<file path="config.mk">
export PLATFORM = sky130hd
export DESIGN_NAME = spi_sequencer
export DESIGN_NICKNAME = d
export VERILOG_FILES = /design/src/rtl/spi_pkg.sv /design/src/rtl/spi_clk_divider.sv /design/src/rtl/spi_sequencer.sv
export SDC_FILE = /design/constraint.sdc
export NUM_CORES = 1
export LEC_CHECK = 0
export ABC_AREA = 1
export BUFFER_PORTS_ARGS = -buffer_cell sky130_fd_sc_hd__clkbuf_2
export CAP_MARGIN = 20
export CELL_PAD_IN_SITES_DETAIL_PLACEMENT = 1
export CELL_PAD_IN_SITES_GLOBAL_PLACEMENT = 1
export CORE_MARGIN = 2
export CORE_UTILIZATION = 42
export CTS_BUF_LIST = sky130_fd_sc_hd__clkbuf_8
export DETAILED_ROUTE_END_ITERATION = 8
export PLACE_DENSITY = 0.78
export SYNTH_ARGS = -nofsm -noshare
export SYNTH_HDL_FRONTEND = slang
export SYNTH_SLANG_ARGS = --single-unit
export TNS_END_PERCENT = 100
</file>
<file path="constraint.sdc">
create_clock -name i_clk -period 2.1 [get_ports i_clk]
set_input_delay 0.105 -clock i_clk [delete_from_list [all_inputs] [get_ports i_clk]]
set_output_delay 0.105 -clock i_clk [all_outputs]
set_load 0.01 [all_outputs]
</file>
<file path="src/rtl/spi_pkg.sv">
// Shared types and constants for the SPI master transfer sequencer.
package spi_pkg;

    localparam int SPI_WORD_BITS = 8;

    // Command encoding understood by the 8-bit shift register's mode input.
    typedef enum logic [1:0] {
        SR_HOLD = 2'b00,
        SR_SHR  = 2'b01,
        SR_SHL  = 2'b10,
        SR_LOAD = 2'b11
    } sr_mode_t;

    typedef enum logic [2:0] {
        ST_IDLE,
        ST_LOAD,
        ST_LEAD,
        ST_HIGH,
        ST_LOW,
        ST_TRAIL,
        ST_DONE
    } seq_state_t;

endpackage

</file>
<file path="src/rtl/spi_clk_divider.sv">
// Loadable down-counter that times each SCLK half-period phase.
module spi_clk_divider #(
    parameter int W = 3
) (
    input  logic         i_clk,
    input  logic         i_rst,
    input  logic         i_load,
    input  logic [W-1:0] i_reload,
    output logic         o_tc
);

    logic [W-1:0] count;

    // Reload on phase entry, then count down and park at zero.
    always_ff @(posedge i_clk) begin
        if (i_rst) begin
            count <= '0;
        end else if (i_load) begin
            count <= i_reload;
        end else if (count != '0) begin
            count <= count - 1'b1;
        end
    end

    assign o_tc = (count == '0);

endmodule

</file>
<file path="src/rtl/spi_sequencer.sv">
// SPI mode-0 master sequencer: drives CS/SCLK and commands the shift register
// through one full-duplex byte transfer.
module spi_sequencer
    import spi_pkg::*;
#(
    parameter int CLK_DIV = 4
) (
    input  logic       i_clk,
    input  logic       i_rst,
    input  logic       i_start,
    input  logic       i_msb_first,
    input  logic       i_miso,
    output logic       o_busy,
    output logic       o_done,
    output logic       o_cs_n,
    output logic       o_sclk,
    output logic [1:0] o_sr_mode,
    output logic       o_sr_oe_n,
    output logic       o_sr_serial
);

    localparam int DIV_W = $clog2(CLK_DIV + 1);
    localparam int CNT_W = $clog2(SPI_WORD_BITS);
    localparam logic [DIV_W-1:0] RELOAD   = DIV_W'(CLK_DIV - 1);
    localparam logic [CNT_W-1:0] LAST_BIT = CNT_W'(SPI_WORD_BITS - 1);

    seq_state_t       state_q, state_d;
    logic [CNT_W-1:0] bit_cnt;
    logic             msb_q;
    logic             miso_q;
    logic             tc;
    logic             entering;
    logic             cs_n_d, sclk_d, busy_d, done_d, oe_n_d;
    sr_mode_t         mode_d;

    // The divider restarts on every state change, so each timed phase lasts D cycles.
    spi_clk_divider #(.W(DIV_W)) u_div (
        .i_clk    (i_clk),
        .i_rst    (i_rst),
        .i_load   (entering),
        .i_reload (RELOAD),
        .o_tc     (tc)
    );

    // State register.
    always_ff @(posedge i_clk) begin
        if (i_rst) state_q <= ST_IDLE;
        else       state_q <= state_d;
    end

    // Next state, plus the output values that go with the state being entered
    // so the registered outputs line up with the state itself.
    always_comb begin
        state_d = state_q;
        unique case (state_q)
            ST_IDLE:  if (i_start) state_d = ST_LOAD;
            ST_LOAD:  state_d = ST_LEAD;
            ST_LEAD:  if (tc) state_d = ST_HIGH;
            ST_HIGH:  if (tc) state_d = (bit_cnt < LAST_BIT) ? ST_LOW : ST_TRAIL;
            ST_LOW:   if (tc) state_d = ST_HIGH;
            ST_TRAIL: if (tc) state_d = ST_DONE;
            ST_DONE:  state_d = ST_IDLE;
            default:  state_d = ST_IDLE;
        endcase

        entering = (state_d != state_q);
        cs_n_d   = 1'b1;
        sclk_d   = 1'b0;
        busy_d   = 1'b0;
        done_d   = 1'b0;
        mode_d   = SR_HOLD;
        oe_n_d   = o_sr_oe_n;
        unique case (state_d)
            ST_LOAD: begin
                busy_d = 1'b1;
                mode_d = SR_LOAD;
                oe_n_d = 1'b1;
            end
            ST_LEAD: begin
                cs_n_d = 1'b0;
                busy_d = 1'b1;
            end
            ST_HIGH: begin
                cs_n_d = 1'b0;
                busy_d = 1'b1;
                sclk_d = 1'b1;
            end
            ST_LOW, ST_TRAIL: begin
                cs_n_d = 1'b0;
                busy_d = 1'b1;
                // Single shift pulse on the first cycle after the falling edge.
                if (entering) mode_d = msb_q ? SR_SHL : SR_SHR;
            end
            ST_DONE: begin
                done_d = 1'b1;
                oe_n_d = 1'b0;
            end
            default: ;
        endcase
    end

    // Registered outputs.
    always_ff @(posedge i_clk) begin
        if (i_rst) begin
            o_cs_n    <= 1'b1;
            o_sclk    <= 1'b0;
            o_busy    <= 1'b0;
            o_done    <= 1'b0;
            o_sr_mode <= SR_HOLD;
            o_sr_oe_n <= 1'b1;
        end else begin
            o_cs_n    <= cs_n_d;
            o_sclk    <= sclk_d;
            o_busy    <= busy_d;
            o_done    <= done_d;
            o_sr_mode <= mode_d;
            o_sr_oe_n <= oe_n_d;
        end
    end

    // Bit counter, bit-order latch and MISO capture on the SCLK rising edge.
    always_ff @(posedge i_clk) begin
        if (i_rst) begin
            bit_cnt <= '0;
            msb_q   <= 1'b0;
            miso_q  <= 1'b0;
        end else begin
            if (state_q == ST_LOAD) begin
                bit_cnt <= '0;
                msb_q   <= i_msb_first;
            end else if (state_q == ST_LOW && tc) begin
                bit_cnt <= bit_cnt + 1'b1;
            end
            if (state_d == ST_HIGH && state_q != ST_HIGH) miso_q <= i_miso;
        end
    end

    assign o_sr_serial = miso_q;

endmodule
</file>
==> results of run 1 <==
==> routing by layer <==
| layer | vias up | GRT usage (%) |
|---|---|---|
| li1 | 378 | - |
| met3 | 4 | 2.76 |
| met4 | 0 | 5.71 |
| met2 | 10 | 31.1 |
| met5 | - | 0 |
| met1 | 348 | 20.8 |
==> registers in the layout, indices dropped and copies added (netlist names) <==
signal       cells
bit_cnt          3
o_busy           1
u_div.count      3
o_done           1
state_q          3
o_sr_serial      1
o_sr_oe_n        1
o_cs_n           1
o_sr_mode        2
msb_q            1
o_sclk           1
==> logic make-up (layout without fill, tap and decap cells) <==
kind of cell	after synthesis	in the layout	synth area share (%)
fa+ha+maj	3	3	4.43
compound gates	18	18	11.2
flops	18	18	42.5
buf+inv	15	30	6.64
simple gates	50	50	32.2
xor+xnor	3	3	3.10
==> critical path, delay by kind of cell (launching register included) <==
kind | cells | cell delay, ns
buffers and inverters | 3 | 0.19
adder cells (fa/ha/maj) | 1 | 0.20
AND/OR/NAND/NOR | 6 | 0.68
AO/OA/AOI/OAI | 1 | 0.15
flip-flops | 1 | 0.32
==> area by class of cell <==
type	count	area (µm²)	share of cell area, %
clock buffers	4	55.1	5.54
multi-input cells	74	432	43.5
well taps	27	33.8	3.40
repair buffers	12	60.1	6.05
flip-flops and latches	18	360	36.3
inverters	14	52.6	5.29
==> cell usage after synthesis <==
master	n
o21ai_0	6
nor3b_1	1
o21ai_1	4
inv_1	10
nor3_2	1
inv_2	4
xnor2_1	1
dfxtp_1	18
a21oi_1	6
nor3_1	3
nand3_1	6
nor2_1	13
nand2_4	1
xor2_1	2
nand4_1	2
clkbuf_1	1
nand2_1	11
a21boi_1	1
nor2_4	2
nand2_2	5
o21a_1	1
ha_1	3
or2_1	1
nor2_2	1
nand3_2	3
==> metrics by stage <==
| stage | cell area [µm²] | util [%] | setup WS (ns) | hold WS (ns) | cells |
|---|---|---|---|---|---|
| after global routing | 993 | 51.2 | 0.265 | 0.117 | 149 |
| after floorplan | 848 | - | 0.613 | 0.182 | 107 |
| after detailed placement | 938 | 48.3 | 0.442 | 0.358 | 145 |
| after CTS | 993 | 51.2 | 0.440 | 0.0839 | 149 |
| after global placement | 938 | 48.3 | 0.487 | 0.343 | 145 |
| final | 993 | 51.2 | 0.450 | 0.0822 | 149 |
==> worst paths after layout <==
kind,end
setup reg to reg,u_div.count[0]
hold reg to reg,bit_cnt[1]
hold / removal,o_sr_serial
setup / recovery,u_div.count[0]
==> where the power goes <==
group          switching (W)  total [W]  internal (W)
sequential         0.0000297   0.000415      0.000386
clock               0.000118   0.000285      0.000167
combinational       0.000203   0.000315      0.000113
total               0.000351    0.00102      0.000665
==> cells in the final DEF, fill, tap and decap left out <==
cell type,synthesis,routed
dfxtp_1,18,18
nor2_2,1,1
xnor2_1,1,1
xor2_1,2,2
nor3b_1,1,1
nor3_2,1,1
nand3_1,6,6
nand4_1,2,2
clkbuf_2,0,12
nor3_1,3,3
clkbuf_8,0,4
o21ai_1,4,4
inv_1,10,10
nand2_1,11,11
or2_1,1,1
a21oi_1,6,6
o21a_1,1,1
nand3_2,3,3
a21boi_1,1,1
nand2_2,5,5
inv_2,4,4
nor2_4,2,2
ha_1,3,3
o21ai_0,6,6
nor2_1,13,13
nand2_4,1,1
==> impl_metrics.tcl, run 1 <==
set metrics [dict create \
    status "completed" \
    clockBufferDepth 2 \
    n_antenna_cell 0 \
    cts_buffers 3 \
    synthCells 107 \
    powerDensity_nw_per_um2 1020 \
    holdBufCountCts 0 \
    die_w_um 48.9 \
    route.detailed.drc 0 \
    min_from "i_miso" \
    start_kind "flop" \
    start_util_pct 43.7 \
    routed-wl-met3_um 46 \
    highest_layer "met4" \
    vdd_ir_drop_max_uv 414 \
    gr-total-overflow 0 \
    cts_sinks 18 \
    crit_arrival_ns 1.81 \
    drt_iter0_drc 3 \
    hpwl_um 1420 \
    post-cts-setup-buffers 0 \
    fp.dieH_um 48.9 \
    antenna_found_initial 0 \
    hold_path.class "in -> reg" \
    grt_pass1_vias 746 \
    clk_pin_slew_ns 0.07 \
    finalHoldViolations 0 \
    htreeDepth 1 \
    ios 13 \
    synth_top_area_cell "dfxtp_1" \
    end_kind "flop" \
    setup_violations 0 \
    wl_per_cell_um 12.4 \
    reg2reg_slack_ns 0.45 \
    drt-met1-wl_um 862 \
    gp_congestion 0.818 \
    fillers 249 \
    synth_area_leaders "dfxtp_1, nor2_1, nand2_1" \
    synth-seq-cells 18 \
    routed_wl_um 1850 \
    vias_per_cell 4.97 \
    rsz0062_at_grt "no" \
    relSlewSlack_pct 78.9 \
    synth.avg_cell_area_um2 7.93 \
    grt_pass1_wl_um 3240 \
    clk_latency_ns 0.26 \
    cts_tree "done" \
    core_um2 1940 \
    path_cells "inv_1 -> ha_1 -> inv_1 -> nor2_2 -> nand2_1 -> nand2_1 -> nand2_2 -> nand2_1 -> nand3_2 -> o21ai_1 -> inv_1" \
    max_stage_delay_ns 0.32 \
    post_cts_resized 0 \
    cts_root_buffer "clkbuf_8" \
    fin_worst_skew_ns 0.00567 \
    crit_required_ns 2.26 \
    syn_area_um2 848 \
    worstMarginPinSlew_ns 0.316 \
    dieArea_um2 2400 \
    crit_fanout 6 \
    finalMaxSlewViolations 0 \
    p_leak_nw 0.438 \
    cap_viol_max_count 0 \
    min_path_cells 3 \
    power_w 0.00102 \
    slowest_stage "dfxtp_1" \
    ant_nets 0 \
    cp-startpoint "u_div.count[0]" \
    wl_met2_um 924 \
    yosysTopAreaCellShare_pct 42.5 \
    fmax_ghz 0.606 \
    fin_crit_ns 1.65 \
    track_usage_pct 17.3 \
    io_buffers 12 \
    rows 16 \
    drive_above_1_share_pct 27.0 \
    post-route-period-util_pct 78.6 \
    syn2layout_area_growth_pct 17.1 \
    grt_max_degree 13 \
    via_count 740 \
    yosys_warnings 0 \
    r2r_start "u_div.count[0]" \
    ys_seq_area_share_pct 42.5 \
    synth_nets 115 \
    ff2ff_path_depth 11 \
    setup_tns_ns 0 \
    drt_pass1_iterations 3 \
    crit_type "reg -> reg" \
    finalNetCount 131 \
    synth_cell_type_count 25 \
]
Power figures use the tool's default switching activity.
==> run 2, diff against run 1 <==
--- a/config.mk
+++ b/config.mk
@@ -11,10 +11,10 @@
 export CELL_PAD_IN_SITES_DETAIL_PLACEMENT = 1
 export CELL_PAD_IN_SITES_GLOBAL_PLACEMENT = 1
 export CORE_MARGIN = 2
-export CORE_UTILIZATION = 42
+export CORE_UTILIZATION = 38
 export CTS_BUF_LIST = sky130_fd_sc_hd__clkbuf_8
 export DETAILED_ROUTE_END_ITERATION = 8
-export PLACE_DENSITY = 0.78
+export PLACE_DENSITY = 0.74
 export SYNTH_ARGS = -nofsm -noshare
 export SYNTH_HDL_FRONTEND = slang
 export SYNTH_SLANG_ARGS = --single-unit
==> constraint.sdc (replaced) <==
create_clock -name i_clk -period 1.35 [get_ports i_clk]
set_input_delay 0.0675 -clock i_clk [delete_from_list [all_inputs] [get_ports i_clk]]
set_output_delay 0.0675 -clock i_clk [all_outputs]
set_load 0.01 [all_outputs]
==> run 2 against run 1 <==
  * The run now ends with negative setup slack left
  * Global-route usage rose by 6.3 points
  * Combinational power rose to 3.3 times the previous value
  * Non-clock buffer count rose by 23
  * First-iteration DRC count rose by 130%
  * Count of clock-buffer cells in the layout did not move
  * Final area rose by 35%
  * Clock power rose by 63%
  * Sequential power rose by 60%
  * Register-to-register slack got worse by 0.62 ns
==> impl_metrics.tcl, run 2 (synthesized netlist as in run 1, its figures left out) <==
set metrics [dict create \
    gr-total-overflow 0 \
    placed_cell_area_um2 1090 \
    fin_ws_ns -0.172 \
    cts_tree "done" \
    cts_buffers 3 \
    multi_input_area_um2 592 \
    grt_pass1_vias 933 \
    routed_wl_um 2860 \
    power_w 0.00216 \
    crit_required_ns 1.51 \
    vias_per_cell 5.01 \
    clk_pin_slew_ns 0.07 \
    cap_viol_max_count 0 \
    drt_iter0_drc 7 \
    cts_sinks 18 \
    clk_latency_ns 0.26 \
    start_kind "flop" \
    fp.dieH_um 51.3 \
    die_w_um 51.3 \
    end_kind "flop" \
    crit_fanout 5 \
    layout_common_cells "buf_4, dfxtp_1, clkbuf_2" \
    wl_per_cell_um 16.5 \
    setup_violations 12 \
    route.detailed.drc 0 \
    hpwl_um 1720 \
    relSlewSlack_pct 72.9 \
    worstMarginPinSlew_ns 0.404 \
    antenna_found_initial 0 \
    setup_tns_ns -1.41 \
    min_path_cells 3 \
    io_buffers 12 \
    hold_path.class "in -> reg" \
    crit_type "reg -> reg" \
    core_um2 2170 \
    timing.rr.end "u_div.count[1]" \
    post-route-period-util_pct 113 \
    cts_root_buffer "clkbuf_8" \
    p_leak_nw 0.593 \
    start_util_pct 39.1 \
    finalNetCount 154 \
    gp_congestion 0.820 \
    fin_crit_ns 1.52 \
    min_from "i_msb_first" \
    wl_met2_um 1410 \
    syn2layout_area_growth_pct 58.4 \
    status "complete, but fails checks" \
    grt_pass1_wl_um 4430 \
    reg2reg_slack_ns -0.17 \
    regArea_um2 367 \
    grt_max_degree 13 \
    fmax_ghz 0.657 \
    powerDensity_nw_per_um2 1610 \
    min_to "msb_q" \
    crit_arrival_ns 1.68 \
    clockBufferDepth 2 \
    violations "negative setup slack" \
    r2r_start "state_q[1]" \
    reg.largest.list "bit_cnt (3), state_q (3), u_div.count (3)" \
    ios 13 \
    vdd_ir_drop_max_uv 1460 \
    n_antenna_cell 0 \
    highest_layer "met4" \
    rows 17 \
    ff2ff_path_depth 7 \
    via_count 867 \
    track_usage_pct 23.6 \
    finalHoldViolations 0 \
    drt_pass1_iterations 4 \
    design_area_um2 1340 \
    drt-met1-wl_um 1290 \
    drive_above_1_share_pct 57.2 \
    htreeDepth 1 \
    fillers 261 \
    hold_slack_ns 0.0359 \
    fin_worst_skew_ns 0.00375 \
    routed-wl-met3_um 34 \
    mostFrequentLayoutCell "buf_4" \
    finalMaxSlewViolations 0 \
    dieArea_um2 2630 \
    rsz0062_at_grt "yes" \
    ant_nets 0 \
]
## run 2: cell types whose count changed in the layout (fill, tap and decap cells not counted), moves of 3 or more
cell / before / now
o21ai_0: 6 / 3
dfxtp_2: 0 / 5
dfxtp_1: 18 / 13
nand2_1: 11 / 6
buf_4: 0 / 21
nand2_4: 1 / 6
nand3_1: 6 / 3
o21ai_2: 0 / 3
inv_1: 10 / 7
nand3_4: 0 / 4
## run 2: worst max-delay path, stage by stage, from the launching register on
cell	delay (ns)
dfxtp_2	0.41
inv_2	0.11
nor3_1	0.34
nand2_4	0.12
nand3_2	0.13
nand3_4	0.11
o21ai_2	0.13
inv_1	0.06
## run 2: power breakdown
| group | leakage [nW] | switching (W) | internal [W] | total [W] |
|---|---|---|---|---|
| combinational | 0.416 | 0.000570 | 0.000467 | 0.00104 |
| clock | 0.0288 | 0.000204 | 0.000260 | 0.000464 |
| sequential | 0.149 | 0.0000555 | 0.000607 | 0.000662 |
| total | 0.593 | 0.000829 | 0.00133 | 0.00216 |
## run 2: final cells by class
cell class / instances / area share [%]
clock buffers: 4 / 4.10
inverters: 14 / 4.10
multi-input cells: 74 / 44.0
flip-flops and latches: 18 / 27.3
well taps: 28 / 2.61
repair buffers: 35 / 17.9
## run 2: routing by layer
layer / up-vias / track usage [%]
met4: 0 / 14.0
met1: 417 / 28.2
met2: 16 / 40.0
li1: 424 / -
met3: 10 / 3.22
met5: - / 0
## run 2: through the flow
step | std cells | util [%] | setup slack [ns]
global route | 173 | 61.9 | -0.266
floorplan | 107 | - | 0.00163
global placement | 161 | 50.1 | -0.111
detailed placement | 161 | 50.1 | -0.189
finish | 173 | 61.9 | -0.172
CTS | 171 | 58.1 | -0.165
## run 2: timing repair
action | 4_1_cts | 5_1_grt
setup endpoints to repair | 13 | 14
buffers inserted | 6 | 2
pin swaps | 12 | 14
resized for setup | 22 | 17
hold buffers | 0 | 0
## run 2: worst max-delay path by stage
| stage | from | end | slack, ns | cells past startpoint |
|---|---|---|---|---|
| finish | state_q[1] | u_div.count[1] | -0.17 | 7 |
| CTS | u_div.count[0] | o_sr_mode[0] | -0.17 | 10 |
| detailed placement | u_div.count[0] | o_sr_mode[0] | -0.19 | 10 |
| floorplan | u_div.count[0] | u_div.count[0] | 0.002 | 11 |
| global placement | u_div.count[0] | o_sr_mode[0] | -0.11 | 10 |
| global route | u_div.count[1] | bit_cnt[2] | -0.27 | 8 |
==> run 3, diff against run 2 <==
--- a/config.mk
+++ b/config.mk
@@ -5,16 +5,16 @@
 export SDC_FILE = /design/constraint.sdc
 export NUM_CORES = 1
 export LEC_CHECK = 0
-export ABC_AREA = 1
+export ABC_AREA = 0
 export BUFFER_PORTS_ARGS = -buffer_cell sky130_fd_sc_hd__clkbuf_2
 export CAP_MARGIN = 20
 export CELL_PAD_IN_SITES_DETAIL_PLACEMENT = 1
 export CELL_PAD_IN_SITES_GLOBAL_PLACEMENT = 1
 export CORE_MARGIN = 2
-export CORE_UTILIZATION = 38
+export CORE_UTILIZATION = 43
 export CTS_BUF_LIST = sky130_fd_sc_hd__clkbuf_8
 export DETAILED_ROUTE_END_ITERATION = 8
-export PLACE_DENSITY = 0.74
+export PLACE_DENSITY = 0.78
 export SYNTH_ARGS = -nofsm -noshare
 export SYNTH_HDL_FRONTEND = slang
 export SYNTH_SLANG_ARGS = --single-unit
==> constraint.sdc (replaced) <==
create_clock -name i_clk -period 1.54 [get_ports i_clk]
set_input_delay 0.077 -clock i_clk [delete_from_list [all_inputs] [get_ports i_clk]]
set_output_delay 0.077 -clock i_clk [all_outputs]
set_load 0.01 [all_outputs]
==> run 3 against run 2 <==
  * The flow now finishes without violations
  * Clock power decreased by 17%
  * Final area decreased by 20%
  * Utilization decreased by 1.8 points
  * Synthesized cell count decreased by 11%
  * Routed wire length decreased by 14%
  * Sequential power decreased by 17%
  * Flip-flop and latch count unchanged
  * Maximum frequency increased by 0.34%
  * Via count decreased by 13%
  * First-iteration DRC count increased by 43%
  * Critical path type unchanged
  * Largest power group is now sequential cells
  * Highest routed layer unchanged
==> impl_metrics.tcl, run 3 <==
set metrics [dict create \
    status "completed" \
    syn2layout_area_growth_pct 27.7 \
    synth.avg_cell_area_um2 8.84 \
    hold_path.class "in -> reg" \
    synthCells 95 \
    post-cts-setup-buffers 0 \
    die_w_um 48.2 \
    dp.cells 134 \
    clk_pin_slew_ns 0.07 \
    crit_type "reg -> reg" \
    via_count 758 \
    holdBufCountCts 0 \
    fillers 213 \
    reg2reg_slack_ns 0.02 \
    ios 13 \
    fp.dieH_um 48.2 \
    synthFlopType "dfxtp_1" \
    layout_common_cells "dfxtp_1, clkbuf_2, buf_4" \
    synth_edf_count 0 \
    cts_tree "done" \
    ff2ff_path_depth 6 \
    cts_buffers 3 \
    mostFrequentLayoutCell "dfxtp_1" \
    gp_congestion 0.763 \
    crit_path_end "o_sclk" \
    grt_pass1_vias 756 \
    r2r_start "u_div.count[0]" \
    finalMaxSlewViolations 0 \
    grt_use_met3_pct 3.70 \
    path_cells "inv_2 -> ha_4 -> nor2b_4 -> a22oi_1 -> or3_4 -> a32oi_2" \
    rows 15 \
    p_leak_nw 0.459 \
    grtUsageMet1_pct 27.6 \
    max_stage_delay_ns 0.39 \
    fmax_ghz 0.659 \
    yosys-top-cells-count "dfxtp_1, o21ai_0, nand2_1" \
    slowest_stage "or3_4" \
    fin_crit_ns 1.52 \
    relSlewSlack_pct 66.7 \
    start_kind "flop" \
    post-route-period-util_pct 98.5 \
    finalHoldViolations 0 \
    grt_max_degree 16 \
    track_usage_pct 22.8 \
    hpwl_um 1480 \
    cts_root_buffer "clkbuf_8" \
    fin_util_pct 60.1 \
    n_antenna_cell 0 \
    regArea_um2 367 \
    synth_top_area_cell "dfxtp_1" \
    vdd_ir_drop_max_uv 716 \
    clk_latency_ns 0.25 \
    timing.rr.end "o_sclk" \
    wl_per_cell_um 17.9 \
    cp-startpoint "u_div.count[0]" \
    fin_worst_skew_ns 0.00812 \
    route.detailed.drc 0 \
    drive_above_1_share_pct 35.4 \
    multi_input_area_um2 488 \
    ys_seq_area_share_pct 42.9 \
    vias_per_cell 5.49 \
    routed_wl_um 2460 \
    yosys_warnings 0 \
    core_um2 1780 \
    synth_most_common_cell "dfxtp_1" \
    finalNetCount 122 \
    powerDensity_nw_per_um2 1170 \
    drt_pass1_iterations 4 \
    synth-seq-cells 18 \
    crit_required_ns 1.71 \
    clockBufferDepth 2 \
    crit_fanout 4 \
    cts_sinks 18 \
    worstMarginPinSlew_ns 0.495 \
    yosysTopAreaCellShare_pct 42.9 \
    synth_cell_type_count 32 \
    dieArea_um2 2320 \
    start_util_pct 47.1 \
    grt_util_met2_pct 39.2 \
    drt_iter0_drc 10 \
    final_cells 138 \
    fin_ws_ns 0.0232 \
    reg.largest.list "bit_cnt (3), state_q (3), u_div.count (3)" \
    io_buffers 12 \
    async_flop_share_pct 0 \
    dp_slack_ns -0.0154 \
    synth_nets 103 \
    syn_area_um2 840 \
    synth_area_leaders "dfxtp_1, ha_1, o21ai_0" \
    grt_pass1_wl_um 3590 \
    setup_violations 0 \
    antenna_found_initial 0 \
    ant_nets 0 \
    crit_arrival_ns 1.69 \
    cap_viol_max_count 0 \
    htreeDepth 1 \
    end_kind "flop" \
    top_usage_layer "met2" \
    gr-total-overflow 0 \
]
## run 3: kinds of logic after synthesis
logic type | Yosys count | synth area share [%]
simple gates | 39 | 26.2
xor+xnor | 4 | 4.17
mux | 3 | 3.58
buf+inv | 9 | 5.22
compound gates | 19 | 13.4
flops | 18 | 42.9
fa+ha+maj | 3 | 4.47
## run 3: cell type report
| class | count | area share, % |
|---|---|---|
| Multi-Input combinational cell | 68 | 45.5 |
| Sequential cell | 18 | 34.2 |
| Timing Repair Buffer | 20 | 11.2 |
| Clock buffer | 4 | 5.13 |
| Tap cell | 25 | 2.92 |
| Inverter | 3 | 1.05 |
## run 3: power breakdown
group,internal [W],switching (W)
logic,0.000147,0.000177
registers,0.000507,0.0000404
clock network,0.000227,0.000158
## run 3: repair_timing
item                       in CTS  in global routing
setup endpoints to repair       2                  1
resized for setup               9                  8
pin swaps                       1                  2
gates cloned                    0                  0
## run 3: per-stage QoR
stage          setup TNS [ns]  hold slack (ns)  power [W]  area (µm²)
2_1_floorplan               0            0.176   0.000720         840
3_3_place_gp                0            0.314   0.000804         958
3_5_place_dp          -0.0154            0.321   0.000819         958
4_1_cts                     0           0.0644    0.00122        1040
5_1_grt               -0.0350           0.0951    0.00133        1070
6_report                    0           0.0670    0.00126        1070
## run 3: per-layer routing
layer | part of all wire [%] | up-vias
li1 | - | 370
met1 | 42 | 363
met2 | 52 | 21
met3 | 4.1 | 4
met4 | 1.3 | 0
met5 | 0 | -
## run 3: worst min path at each step
stage / startpoint / endpoint / depth (start not counted)
5_1_grt: i_miso / o_sr_serial / 3
3_5_place_dp: i_msb_first / msb_q / 3
6_report: i_miso / o_sr_serial / 3
4_1_cts: i_msb_first / msb_q / 3
3_3_place_gp: i_miso / o_sr_serial / 3
2_1_floorplan: i_rst / o_cs_n / 2
## run 3: worst max-delay path, delay by kind of cell, from the launching register on
family	cells	cell delay (ns)
AOI/OAI and AO/OA	2	0.31
adders and majority gates	1	0.15
buffers and inverters	1	0.10
DFF	1	0.32
and+or+nand+nor	2	0.57
